`src/rtl/fig_04b_pkg.sv`:
```
// Shared opcode, lane and mode definitions for the GSU register-file sequencer.
// Latency: n/a (constants and types only).
// Backpressure: n/a.
package fig_04b_pkg;

  // Prefix opcodes: full-byte ALT forms, high-nibble TO/WITH/FROM forms
  localparam logic [7:0] OP_ALT1    = 8'h3D;
  localparam logic [7:0] OP_ALT2    = 8'h3E;
  localparam logic [7:0] OP_ALT3    = 8'h3F;
  localparam logic [3:0] OP_TO_HI   = 4'h1;
  localparam logic [3:0] OP_WITH_HI = 4'h2;
  localparam logic [3:0] OP_FROM_HI = 4'hB;

  // Write-lane encoding from the main decoder
  localparam logic [1:0] LANE_W = 2'b11;
  localparam logic [1:0] LANE_L = 2'b01;
  localparam logic [1:0] LANE_H = 2'b10;

  // NORM: no prefix pending; PFX: at least one prefix accumulated
  typedef enum logic [0:0] {
    NORM = 1'b0,
    PFX  = 1'b1
  } mode_t;

endpackage

```
`src/rtl/fig_04b_block_077_wb_stage.sv`:
```
// Registered destination select / write strobe / fromset stage.
// Latency: 1 cycle from i_vld to strobe; zsel holds between writes.
// Backpressure: none; a captured write always fires the next cycle.
module fig_04b_block_077_wb_stage #(
  parameter int SW = 4
) (
  input  logic          clk,
  input  logic          reset_n,
  input  logic          i_vld,
  input  logic [SW-1:0] i_zsel,
  input  logic          i_en,
  input  logic          i_en_l,
  input  logic          i_en_h,
  input  logic          i_from,
  output logic [SW-1:0] o_zsel,
  output logic          o_en,
  output logic          o_en_l,
  output logic          o_en_h,
  output logic          o_from
);

  logic [SW-1:0] r_zsel;
  logic          r_en;
  logic          r_en_l;
  logic          r_en_h;
  logic          r_from;

  // Capture the write on a non-prefix accept; strobes are single-cycle pulses
  always_ff @(posedge clk or negedge reset_n) begin
    if (!reset_n) begin
      r_zsel <= '0;
      r_en   <= 1'b0;
      r_en_l <= 1'b0;
      r_en_h <= 1'b0;
      r_from <= 1'b0;
    end else begin
      r_en   <= i_vld & i_en;
      r_en_l <= i_vld & i_en_l;
      r_en_h <= i_vld & i_en_h;
      r_from <= i_vld & i_from;
      if (i_vld) begin
        r_zsel <= i_zsel;
      end
    end
  end

  assign o_zsel = r_zsel;
  assign o_en   = r_en;
  assign o_en_l = r_en_l;
  assign o_en_h = r_en_h;
  assign o_from = r_from;

endmodule

```
`src/rtl/fig_04b_block_077_reg_prefix_seq.sv`:
```
// GSU register-file select/write sequencer tracking ALT/TO/FROM/WITH prefixes.
// Latency: xsel/ysel combinational in the accept cycle; write strobe 1 cycle after accept.
// Backpressure: hold freezes prefix state and drops op_ready; pending strobes still fire.
module fig_04b_block_077_reg_prefix_seq
  import fig_04b_pkg::*;
#(
  parameter int NREG    = 16,
  parameter int DEF_REG = 0,
  localparam int SW     = $clog2(NREG)
) (
  input  logic          clk,
  input  logic          reset_n,
  input  logic [7:0]    op,
  input  logic          op_valid,
  output logic          op_ready,
  input  logic          hold,
  input  logic          wr_req,
  input  logic [1:0]    wr_lane,
  output logic [SW-1:0] xsel,
  output logic [SW-1:0] ysel,
  output logic [SW-1:0] zsel,
  output logic          enable,
  output logic          enable_l,
  output logic          enable_h,
  output logic          fromset,
  output logic [1:0]    alt,
  output logic          b_flag
);

  localparam logic [SW-1:0] DEF_SEL = SW'(DEF_REG);

  logic [SW-1:0] r_sreg, r_dreg;
  logic          r_b;
  logic [1:0]    r_alt;
  mode_t         r_mode;

  logic [SW-1:0] w_sreg_nxt, w_dreg_nxt;
  logic          w_b_nxt;
  logic [1:0]    w_alt_nxt;
  mode_t         w_mode_nxt;

  logic          w_accept;
  logic [3:0]    w_hi;
  logic [SW-1:0] w_n;
  logic          w_is_alt, w_is_with, w_is_to, w_is_from, w_is_move, w_is_moves;

  logic          w_wb_vld, w_wb_en, w_wb_en_l, w_wb_en_h, w_wb_from;
  logic [SW-1:0] w_wb_zsel;

  assign w_accept = op_valid & ~hold;
  assign w_hi     = op[7:4];
  assign w_n      = SW'(op[3:0]);

  // 0x1n / 0xBn are prefixes only while B is clear; with B set they become moves
  assign w_is_alt   = (op == OP_ALT1) | (op == OP_ALT2) | (op == OP_ALT3);
  assign w_is_with  = (w_hi == OP_WITH_HI);
  assign w_is_to    = (w_hi == OP_TO_HI)   & ~r_b;
  assign w_is_from  = (w_hi == OP_FROM_HI) & ~r_b;
  assign w_is_move  = (w_hi == OP_TO_HI)   &  r_b;
  assign w_is_moves = (w_hi == OP_FROM_HI) &  r_b;

  // Prefix state register
  always_ff @(posedge clk or negedge reset_n) begin
    if (!reset_n) begin
      r_sreg <= DEF_SEL;
      r_dreg <= DEF_SEL;
      r_b    <= 1'b0;
      r_alt  <= 2'd0;
      r_mode <= NORM;
    end else begin
      r_sreg <= w_sreg_nxt;
      r_dreg <= w_dreg_nxt;
      r_b    <= w_b_nxt;
      r_alt  <= w_alt_nxt;
      r_mode <= w_mode_nxt;
    end
  end

  // Next prefix state and the write to hand to the writeback stage
  always_comb begin
    w_sreg_nxt = r_sreg;
    w_dreg_nxt = r_dreg;
    w_b_nxt    = r_b;
    w_alt_nxt  = r_alt;
    w_mode_nxt = r_mode;
    w_wb_vld   = 1'b0;
    w_wb_zsel  = r_dreg;
    w_wb_en    = 1'b0;
    w_wb_en_l  = 1'b0;
    w_wb_en_h  = 1'b0;
    w_wb_from  = 1'b0;
    if (w_accept) begin
      if (w_is_alt) begin
        w_alt_nxt  = op[1:0];
        w_mode_nxt = PFX;
      end else if (w_is_with) begin
        w_sreg_nxt = w_n;
        w_dreg_nxt = w_n;
        w_b_nxt    = 1'b1;
        w_mode_nxt = PFX;
      end else if (w_is_to) begin
        w_dreg_nxt = w_n;
        w_mode_nxt = PFX;
      end else if (w_is_from) begin
        w_sreg_nxt = w_n;
        w_mode_nxt = PFX;
      end else begin
        // Non-prefix (including MOVE/MOVES): issue write, drop all prefix state
        w_wb_vld   = 1'b1;
        w_sreg_nxt = DEF_SEL;
        w_dreg_nxt = DEF_SEL;
        w_b_nxt    = 1'b0;
        w_alt_nxt  = 2'd0;
        w_mode_nxt = NORM;
        if (w_is_move | w_is_moves) begin
          w_wb_zsel = w_is_move ? w_n : r_dreg;
          w_wb_en   = 1'b1;
          w_wb_from = w_is_move;
        end else begin
          w_wb_en   = wr_req & (wr_lane == LANE_W);
          w_wb_en_l = wr_req & (wr_lane == LANE_L);
          w_wb_en_h = wr_req & (wr_lane == LANE_H);
        end
      end
    end
  end

  fig_04b_block_077_wb_stage #(.SW(SW)) u_wb (
    .clk     (clk),
    .reset_n (reset_n),
    .i_vld   (w_wb_vld),
    .i_zsel  (w_wb_zsel),
    .i_en    (w_wb_en),
    .i_en_l  (w_wb_en_l),
    .i_en_h  (w_wb_en_h),
    .i_from  (w_wb_from),
    .o_zsel  (zsel),
    .o_en    (enable),
    .o_en_l  (enable_l),
    .o_en_h  (enable_h),
    .o_from  (fromset)
  );

  assign op_ready = ~hold;
  assign xsel     = r_sreg;
  assign ysel     = (w_accept & w_is_moves) ? w_n : r_sreg;
  assign alt      = r_alt;
  assign b_flag   = r_b;

endmodule

```
`config.mk`:
```
export PLATFORM = sky130hd
export DESIGN_NAME = fig_04b_block_077_reg_prefix_seq
export DESIGN_NICKNAME = d
export VERILOG_FILES = /design/src/rtl/fig_04b_pkg.sv /design/src/rtl/fig_04b_block_077_wb_stage.sv /design/src/rtl/fig_04b_block_077_reg_prefix_seq.sv
export SDC_FILE = /design/constraint.sdc
export NUM_CORES = 1
export LEC_CHECK = 0
export ABC_CLOCK_PERIOD_IN_PS = 2000
export CORE_AREA = 2 2 51 53
export CTS_CLUSTER_DIAMETER = 40
export CTS_CLUSTER_SIZE = 28
export DETAILED_ROUTE_END_ITERATION = 10
export DIE_AREA = 0 0 53 55
export HOLD_SLACK_MARGIN = 0.1
export PLACE_DENSITY = 0.82
export SKIP_CTS_REPAIR_TIMING = 1
export SLEW_MARGIN = 15
export SYNTH_ARGS = -nofsm -noshare
export SYNTH_HDL_FRONTEND = slang
export SYNTH_SLANG_ARGS = --single-unit
```
`constraint.sdc`:
```
create_clock -name clk -period 2 [get_ports clk]
set_clock_uncertainty 0.1 [all_clocks]
set_input_delay 0.2 -clock clk [delete_from_list [all_inputs] [get_ports clk]]
set_output_delay 0.2 -clock clk [all_outputs]
set_load 0.05 [all_outputs]
```
==> results.toml, run 1 <==
[outcome]
status = "finished, violations left"
violations = "setup timing"

[power_and_ir_drop]
p_total_uw = 875
p_seq_frac = 0.469
p_int_uw = 600
clockPowerShare = 0.228
powerDensity_nw_per_um2 = 531
switchingPower_uw = 275
vdd_ir_drop_max_mv = 0.447
p_sw_frac = 0.314
combinationalPowerShare = 0.303
p_leak_uw = 0.000779

[synthesis]
synth_compound_area_frac = 0.127
yosysWarnings = 0
synthesis.area_sq_um = 1010
syn_inst = 97
synthTopCellsByArea = "dfrtp_1 (47%), mux2_2 (8.9%), o21ai_0 (7.9%), mux2_4 (5.9%), nand2_1 (5.6%)"
synth_xor_area_frac = 0.00865
synth_top_area_frac = 0.470
seq_area_frac_synth = 0.470
synthAdderAreaFrac = 0
postSynth.asyncResetShare = 1.00
synth_edf_count = 0
ys_types = 31
synth_top_cell_by_area = "dfrtp_1"
synth_mux_area_frac = 0.168
synth_simple_gate_area_share = 0.199
synth_flop_cell = "dfrtp_1"
synth_top_family_by_area = "simple AND/OR/NAND/NOR gates"
ys_seq_elements = 19
synth_area_per_cell_sq_um = 10.4
syn-num-nets = 112

[layout]
fin_util = 0.696
n_antenna_cell = 0
n_fill_cell = 189
stdcell_area_sq_um = 1650
layout_commonest_cell = "clkdlybuf4s50_1"
area_growth_pct = 62.7
drive_gt1_frac = 0.340
nets = 172
layout_common_cells = "clkdlybuf4s50_1 (25), buf_4 (23), dfrtp_1 (18), o21ai_0 (16), nand2_1 (15)"

[detailed_routing]
vias = 1000
postRouteWirelength_um = 2750
viasPerCell = 5.38
drtPass1Iterations = 4
drt_iter0_drc = 19
ant_nets = 0
routedWlPerCell_um = 14.8
drcViolationCount = 0

[clock_network]
cts_made_buffers = 3
cts_tree = "built"
cts_root_buffer = "clkbuf_4"
clkSinkCount = 19
cts_buffer_depth = 2
htreeDepth = 1
clkLatencyLatePin_ns = 0.30
path_clk_slew_ns = 0.12

[grt]
grt_pass1_wl_um = 4260
grt_max_degree = 20
antenna_found_initial = 0
grt_pass1_vias = 964
grt_overflow_total = 0
grtUsageTotal = 0.201

[min_path]
min_path_type = "in2async"

[worst_setup_path]
start_kind = "input pin"
r2r-end = "u_wb.o_zsel[1]"
r2r-start = "b_flag"
worstPathRequired_ns = 1.70
worst_path_max_delay_cell = "clkdlybuf4s50_1"
worstSetupEndpointType = "primary output"
cp_cell_sequence = "clkdlybuf4s50_1 -> nand3_2 -> nand3b_1 -> mux2_4 -> buf_12"
rrSetupSlack_ns = 0.10
critPathMaxFanout = 4
cp.arrival_ns = 1.74
path_class = "in2out"
critPathMaxStageDelay_ns = 0.52
reg2regPathDepth = 4

[floorplan]
die_x_um = 53
rows = 18
core_sq_um = 2360
io_pins = 35
fp.dieH_um = 55
initial_core_util = 0.428
dieArea_sq_um = 2920

[placed_design]
numPortBuffers = 34
pre_cts_slack_ns = -0.243
hpwl_um = 2020
gp_congestion = 0.805
place_area_sq_um = 1560

[sta]
setup_ws_ns = -0.0423
worst_pin_slew_ns = 0.506
rsz0062_at_grt = "yes"
finalHoldViolations = 0
max_slew_margin = 0.662
min_period_ns = 2.04
max_clock_freq_mhz = 490
timing.final.crit_share = 1.02
drv_slew = 0
setup_viol = 4
fin_hold_ws_ns = 0.129

[flow_run]
drv_cap = 0
cell families after synthesis:
group                     Yosys count
AOI/OAI and AO/OA                  21
xor gates and xnor gates            1
buffers and inverters               5
DFF                                19
muxes                              14
and+or+nand+nor                    37
cell type report:
type                    instances  area [sq um]  area share
flip-flops and latches         19           477       0.290
clock buffers                   3          22.5      0.0137
repair buffers                 57           564       0.343
multi-input cells              73           529       0.321
inverters                       3          11.3     0.00684
well taps                      30          37.5      0.0228
clock inverters                 1          5.00     0.00304
critical path, delay by kind of cell:
kind	cells	cell delay (ns)
simple gates	2	0.47
mux	1	0.40
buf+inv	2	0.67
metrics by stage:
stage | std cells | setup TNS, ns
after global routing | 186 | -0.262
after CTS | 183 | -0.397
after detailed placement | 179 | -2.08
after floorplan | 97 | 0
after global placement | 179 | -1.03
final | 186 | -0.154
flip-flops by register name, indices dropped and copies added (netlist names):
signal / count
u_wb.o_en: 1
xsel: 4
u_wb.o_from: 1
r_dreg: 4
u_wb.o_zsel: 4
b_flag: 1
u_wb.o_en_l: 1
u_wb.o_en_h: 1
alt: 2
layer usage:
metal / global-route usage / vias up / share of wire
li1: - / 463 / -
met1: 0.236 / 486 / 0.40
met2: 0.396 / 49 / 0.54
met3: 0.0215 / 2 / 0.058
met4: 0.0385 / 0 / 0.0054
met5: 0 / - / 0
how the worst max path moves through the flow:
| stage | start | cells after the start | endpoint | slack (ns) |
|---|---|---|---|---|
| 2_1_floorplan | b_flag | 5 | u_wb.o_zsel[0] | 0.10 |
| 3_3_place_gp | op[7] | 5 | u_wb.o_zsel[2] | -0.15 |
| 3_5_place_dp | op[5] | 5 | u_wb.o_zsel[3] | -0.24 |
| 4_1_cts | op[6] | 6 | ysel[2] | -0.10 |
| 5_1_grt | b_flag | 4 | ysel[1] | -0.06 |
| 6_report | op[7] | 5 | ysel[1] | -0.04 |
power by group through the flow:
| stage | logic [uW] | registers (uW) | clock network [uW] |
|---|---|---|---|
| global route | 280 | 413 | 219 |
| floorplan | 81.2 | 460 | 0 |
| CTS | 257 | 411 | 200 |
| global placement | 248 | 418 | 0 |
| detailed placement | 255 | 418 | 0 |
| finish | 265 | 411 | 199 |
cells in the mapped netlist, drive strengths merged (2+ instances only):
cell,n
and2b,2
dfrtp,19
inv,3
mux2,12
mux2i,2
nand2,15
nor2,4
nor4,3
o21ai,16
or2,3
Power figures use the tool's default switching activity.
==> run 2, diff against run 1 <==
--- a/config.mk
+++ b/config.mk
@@ -5,14 +5,14 @@
 export SDC_FILE = /design/constraint.sdc
 export NUM_CORES = 1
 export LEC_CHECK = 0
-export ABC_CLOCK_PERIOD_IN_PS = 2000
-export CORE_AREA = 2 2 51 53
+export ABC_CLOCK_PERIOD_IN_PS = 2400
+export CORE_AREA = 2 2 57 59
 export CTS_CLUSTER_DIAMETER = 40
 export CTS_CLUSTER_SIZE = 28
 export DETAILED_ROUTE_END_ITERATION = 10
-export DIE_AREA = 0 0 53 55
+export DIE_AREA = 0 0 59 61
 export HOLD_SLACK_MARGIN = 0.1
-export PLACE_DENSITY = 0.82
+export PLACE_DENSITY = 0.68
 export SKIP_CTS_REPAIR_TIMING = 1
 export SLEW_MARGIN = 15
 export SYNTH_ARGS = -nofsm -noshare
==> constraint.sdc (replaced) <==
create_clock -name clk -period 2.4 [get_ports clk]
set_clock_uncertainty 0.1 [all_clocks]
set_input_delay 0.24 -clock clk [delete_from_list [all_inputs] [get_ports clk]]
set_output_delay 0.24 -clock clk [all_outputs]
set_load 0.05 [all_outputs]
==> run 2 against run 1 <==
Compared with the run above:
- the flow now finishes without violations
- clock power decreased by 15%
- combinational power decreased by 24%
- global-route usage decreased by 4.6 points
- final cell count decreased by 4.8%
- die area increased by 23%
- sequential cell count unchanged
- wire length decreased by 9.4%
- non-clock buffer count decreased by 12
- critical endpoint is now ysel[2]
- highest routed layer unchanged
==> results.toml, run 2 (synthesis results as in run 1) <==
[floorplan]
fp.dieH_um = 61
rows = 20
die_x_um = 59
dieArea_sq_um = 3600
core_sq_um = 2950
initial_core_util = 0.343
io_pins = 35

[power_and_ir_drop]
p_leak_uw = 0.000664
combinationalPowerShare = 0.282
p_int_uw = 490
powerDensity_nw_per_um2 = 468
p_seq_frac = 0.479
clockPowerShare = 0.239
vdd_ir_drop_max_mv = 0.133
p_sw_frac = 0.314
switchingPower_uw = 224

[clock_network]
cts_tree = "built"
cts_root_buffer = "clkbuf_4"
clkSinkCount = 19
path_clk_slew_ns = 0.11
cts_made_buffers = 3
clkLatencyLatePin_ns = 0.31
htreeDepth = 1
cts_buffer_depth = 2

[detailed_routing]
vias = 909
drt_iter0_drc = 17
routedWlPerCell_um = 14.1
drtPass1Iterations = 4
postRouteWirelength_um = 2490
ant_nets = 0
viasPerCell = 5.14
drcViolationCount = 0

[grt]
grt_pass1_vias = 951
grt_pass1_wl_um = 4180
grt_max_degree = 20
grt_overflow_total = 0
grtUsageTotal = 0.155
antenna_found_initial = 0

[worst_setup_path]
worstPathRequired_ns = 2.06
worstSetupEndpointType = "primary output"
worst_path_max_delay_cell = "clkdlybuf4s50_1"
cp.arrival_ns = 1.86
cp_cell_sequence = "clkdlybuf4s50_1 -> buf_4 -> and2b_2 -> nand3b_1 -> mux2_2 -> buf_12"
start_kind = "input pin"
critPathMaxStageDelay_ns = 0.49
critPathMaxFanout = 4
path_class = "in2out"

[sta]
fin_hold_ws_ns = 0.154
finalSetupTns_ns = 0
drv_slew = 0
timing.final.crit_share = 0.915
max_clock_freq_mhz = 456
setup_ws_ns = 0.205
worst_pin_slew_ns = 0.506
setup_viol = 0
max_slew_margin = 0.662
rsz0062_at_grt = "no"
min_period_ns = 2.20
finalHoldViolations = 0

[placed_design]
numPortBuffers = 34
pre_cts_slack_ns = 0.0901
dp_cells = 173
hpwl_um = 1920
gp_congestion = 0.850

[layout]
drive_gt1_frac = 0.257
layout_commonest_cell = "clkdlybuf4s50_1"
n_antenna_cell = 0
nets = 160
layout_common_cells = "clkdlybuf4s50_1 (30), dfrtp_1 (19), o21ai_0 (16), nand2_1 (15), buf_4 (11)"
stdcell_count = 177
area_growth_pct = 50.8

[flow_run]
drv_cap = 0

[min_path]
min_path_type = "in2async"

[outcome]
status = "finished clean"
[run 2: layout make-up]
class	instances	area (sq um)
Tap cell	33	41.3
Clock buffer	4	26.3
Multi-Input combinational cell	73	509
Sequential cell	19	475
Timing Repair Buffer	45	463
Fill cell	271	1430
Inverter	3	11.3
[run 2: per-stage QoR]
stage	area (sq um)	util	total power (uW)
after detailed placement	1500	0.508	550
after CTS	1530	0.517	718
final	1530	0.517	714
after global placement	1500	0.508	545
after floorplan	1010	-	451
after global routing	1530	0.517	744
[run 2: power by group through the flow]
stage | registers, uW | logic (uW) | clock network [uW]
finish | 342 | 202 | 170
global route | 344 | 214 | 186
CTS | 342 | 203 | 174
detailed placement | 348 | 202 | 0
global placement | 348 | 198 | 0
floorplan | 383 | 67.7 | 0
[run 2: final timing paths]
path	cells past startpoint	to	slack, ns	from
min in group clk	3	u_wb.o_en_h	0.42	wr_lane[1]
max in group asynchronous	2	u_wb.o_from	1.84	reset_n
setup / recovery	6	ysel[2]	0.20	op[6]
setup reg to reg	4	u_wb.o_zsel[2]	0.44	b_flag
hold / removal	2	u_wb.o_en	0.15	reset_n
hold reg to reg	1	u_wb.o_zsel[0]	0.42	u_wb.o_zsel[0]
[run 2: routing by layer]
metal,GRT usage,wire (um)
met2,0.267,1200
met4,0.0812,26
met3,0.0299,150
met5,0,0
met1,0.184,1120
[run 2: worst max-delay path, delay by kind of cell]
family                 cells  cell delay (ns)
multiplexers               1             0.40
AND/OR/NAND/NOR            2             0.43
buffers and inverters      3             0.78
==> run 3, diff against run 2 <==
--- a/config.mk
+++ b/config.mk
@@ -5,12 +5,14 @@
 export SDC_FILE = /design/constraint.sdc
 export NUM_CORES = 1
 export LEC_CHECK = 0
+export ABC_AREA = 1
 export ABC_CLOCK_PERIOD_IN_PS = 2400
-export CORE_AREA = 2 2 57 59
+export CORE_AREA = 2 2 66 52
+export CTS_BUF_LIST = sky130_fd_sc_hd__clkbuf_4
 export CTS_CLUSTER_DIAMETER = 40
 export CTS_CLUSTER_SIZE = 28
 export DETAILED_ROUTE_END_ITERATION = 10
-export DIE_AREA = 0 0 59 61
+export DIE_AREA = 0 0 68 54
 export HOLD_SLACK_MARGIN = 0.1
 export PLACE_DENSITY = 0.68
 export SKIP_CTS_REPAIR_TIMING = 1
==> run 3 against run 2 <==
Compared with the run above:
- sequential power hardly changed
- final cell count is 27% higher
- global-route usage is 0.076 points higher
- critical path depth stayed put
- worst setup slack worse by 0.020 ns
- wire length is 0.48% lower
- total power is 3.1% lower
- synthesized cell count is 48% higher
- register-to-register slack better by 0.62 ns
- largest cell class is now sequential cells
==> results.toml, run 3 <==
[sta]
timing.final.crit_share = 0.923
finalHoldViolations = 0
max_clock_freq_mhz = 451
setup_ws_ns = 0.185
min_period_ns = 2.22
setup_viol = 0
worst_pin_slew_ns = 0.507
rsz0062_at_grt = "no"
max_slew_margin = 0.661
drv_slew = 0

[placed_design]
numPortBuffers = 34
gp_congestion = 0.952
dp_cells = 220
pre_cts_slack_ns = 0.217
hpwl_um = 2040
place_area_sq_um = 1470

[outcome]
status = "finished clean"

[synthesis]
ys_seq_elements = 19
synth_top_area_frac = 0.465
synth_top_cell_by_area = "dfrtp_1"
seq_area_frac_synth = 0.465
yosysWarnings = 0
synth_flop_cell = "dfrtp_1"
postSynth.asyncResetShare = 1.00
synth_area_per_cell_sq_um = 7.10
synth_edf_count = 0
synthTopCellsByArea = "dfrtp_1 (47%), nand2_1 (20%), nand3_1 (9.8%), inv_1 (7.0%), nor2_1 (4.0%)"
syn-num-nets = 159
ys_types = 15
synth_common_cells = "nand2_1 (54), nand3_1 (20), dfrtp_1 (19), inv_1 (19), nor2_1 (11)"
syn_inst = 144
yosysMostFrequentCell = "nand2_1"
synthesis.area_sq_um = 1020

[detailed_routing]
drt_iter0_drc = 75
drtPass1Iterations = 4
routedWlPerCell_um = 11.1
vias = 1037
postRouteWirelength_um = 2480
ant_nets = 0
drcViolationCount = 0
viasPerCell = 4.63

[floorplan]
die_x_um = 68
core_sq_um = 3110
io_pins = 35
initial_core_util = 0.329
dieArea_sq_um = 3670
rows = 18
fp.dieH_um = 54

[worst_setup_path]
worstPathRequired_ns = 2.06
path_class = "in2out"
start_kind = "input pin"
cp.arrival_ns = 1.88
critPathMaxFanout = 8
worstSetupEndpointType = "primary output"

[grt]
grt_pass1_wl_um = 4220
grt_overflow_total = 0
grt_max_degree = 20
grtUsageTotal = 0.156
antenna_found_initial = 0
grt_pass1_vias = 977

[clock_network]
clkSinkCount = 19
cts_root_buffer = "clkbuf_4"
cts_made_buffers = 3
htreeDepth = 1
path_clk_slew_ns = 0.10
cts_buffer_depth = 2
cts_tree = "built"
clkLatencyLatePin_ns = 0.29

[layout]
drive_gt1_frac = 0.130
nets = 200
layout_common_cells = "nand2_1 (54), clkdlybuf4s50_1 (30), nand3_1 (20), inv_1 (19), dfrtp_1 (19)"
n_antenna_cell = 0
area_growth_pct = 46.5
stdcell_area_sq_um = 1500
layout_commonest_cell = "nand2_1"
stdcell_count = 224
n_fill_cell = 304

[power_and_ir_drop]
powerDensity_nw_per_um2 = 462
vdd_ir_drop_max_mv = 0.210
p_leak_uw = 0.000783

[flow_run]
drv_cap = 0

[min_path]
min_path_type = "in2async"
run 3: cell count changes in the layout (fill, tap and decap cells not counted), moves of 7 or more:
cell     previous run  this run
mux2_2              8         0
nor2_1              4        11
nand2_1            15        54
o21ai_0            16         4
buf_4              11         2
nand3_1             1        20
inv_1               3        19
run 3: cells by family after synthesis:
kind of cell | Yosys count | share of synthesized area
DFF | 19 | 0.465
buffers and inverters | 24 | 0.0881
AOI/OAI and AO/OA | 6 | 0.0318
and+or+nand+nor | 95 | 0.415
run 3: final cells by class:
cell class                      instances  area, sq um  share of cell area
Clock buffer                            4         30.0              0.0201
Inverter                               24         90.1              0.0602
Multi-Input combinational cell        101          457               0.305
Sequential cell                        19          475               0.317
Tap cell                               40         50.0              0.0334
Timing Repair Buffer                   36          395               0.264
run 3: critical path: stages:
cell and delay [ns]:
clkdlybuf4s50_1 0.53, nand2_1 0.12, nor2_2 0.18, nand3_1 0.23, o21ai_0 0.40, buf_12 0.19
run 3: final timing paths:
path | start | endpoint | slack [ns] | depth (start not counted)
worst max-delay path | op[5] | ysel[0] | 0.18 | 6
worst min register to register | u_wb.o_zsel[1] | u_wb.o_zsel[1] | 0.39 | 2
max in group asynchronous | reset_n | u_wb.o_zsel[2] | 1.82 | 2
worst min-delay path | reset_n | b_flag | 0.17 | 2
min in group clk | u_wb.o_zsel[1] | u_wb.o_zsel[1] | 0.39 | 2
worst max register to register | b_flag | xsel[3] | 1.06 | 7
run 3: per-stage QoR:
stage          hold slack (ns)  power (uW)   util  setup TNS (ns)
2_1_floorplan           -0.156         446      -          -0.207
3_3_place_gp             0.368         530  0.472               0
3_5_place_dp             0.369         533  0.472               0
4_1_cts                  0.171         704  0.482               0
5_1_grt                  0.181         731  0.482               0
6_report                 0.172         692  0.482               0
run 3: power by group:
group / leakage [uW] / switching, uW / total (uW) / internal (uW)
logic: 0.000502 / 113 / 184 / 71.4
registers: 0.000262 / 9.01 / 342 / 333
clock network: 0.0000184 / 89.9 / 166 / 75.9
total: 0.000783 / 212 / 692 / 480
run 3: routing by layer:
layer,GRT usage,share of wire,vias to the layer above
li1,-,-,520
met1,0.207,0.46,462
met2,0.239,0.42,49
met3,0.0565,0.092,6
met4,0.0433,0.021,0
met5,0,0,-
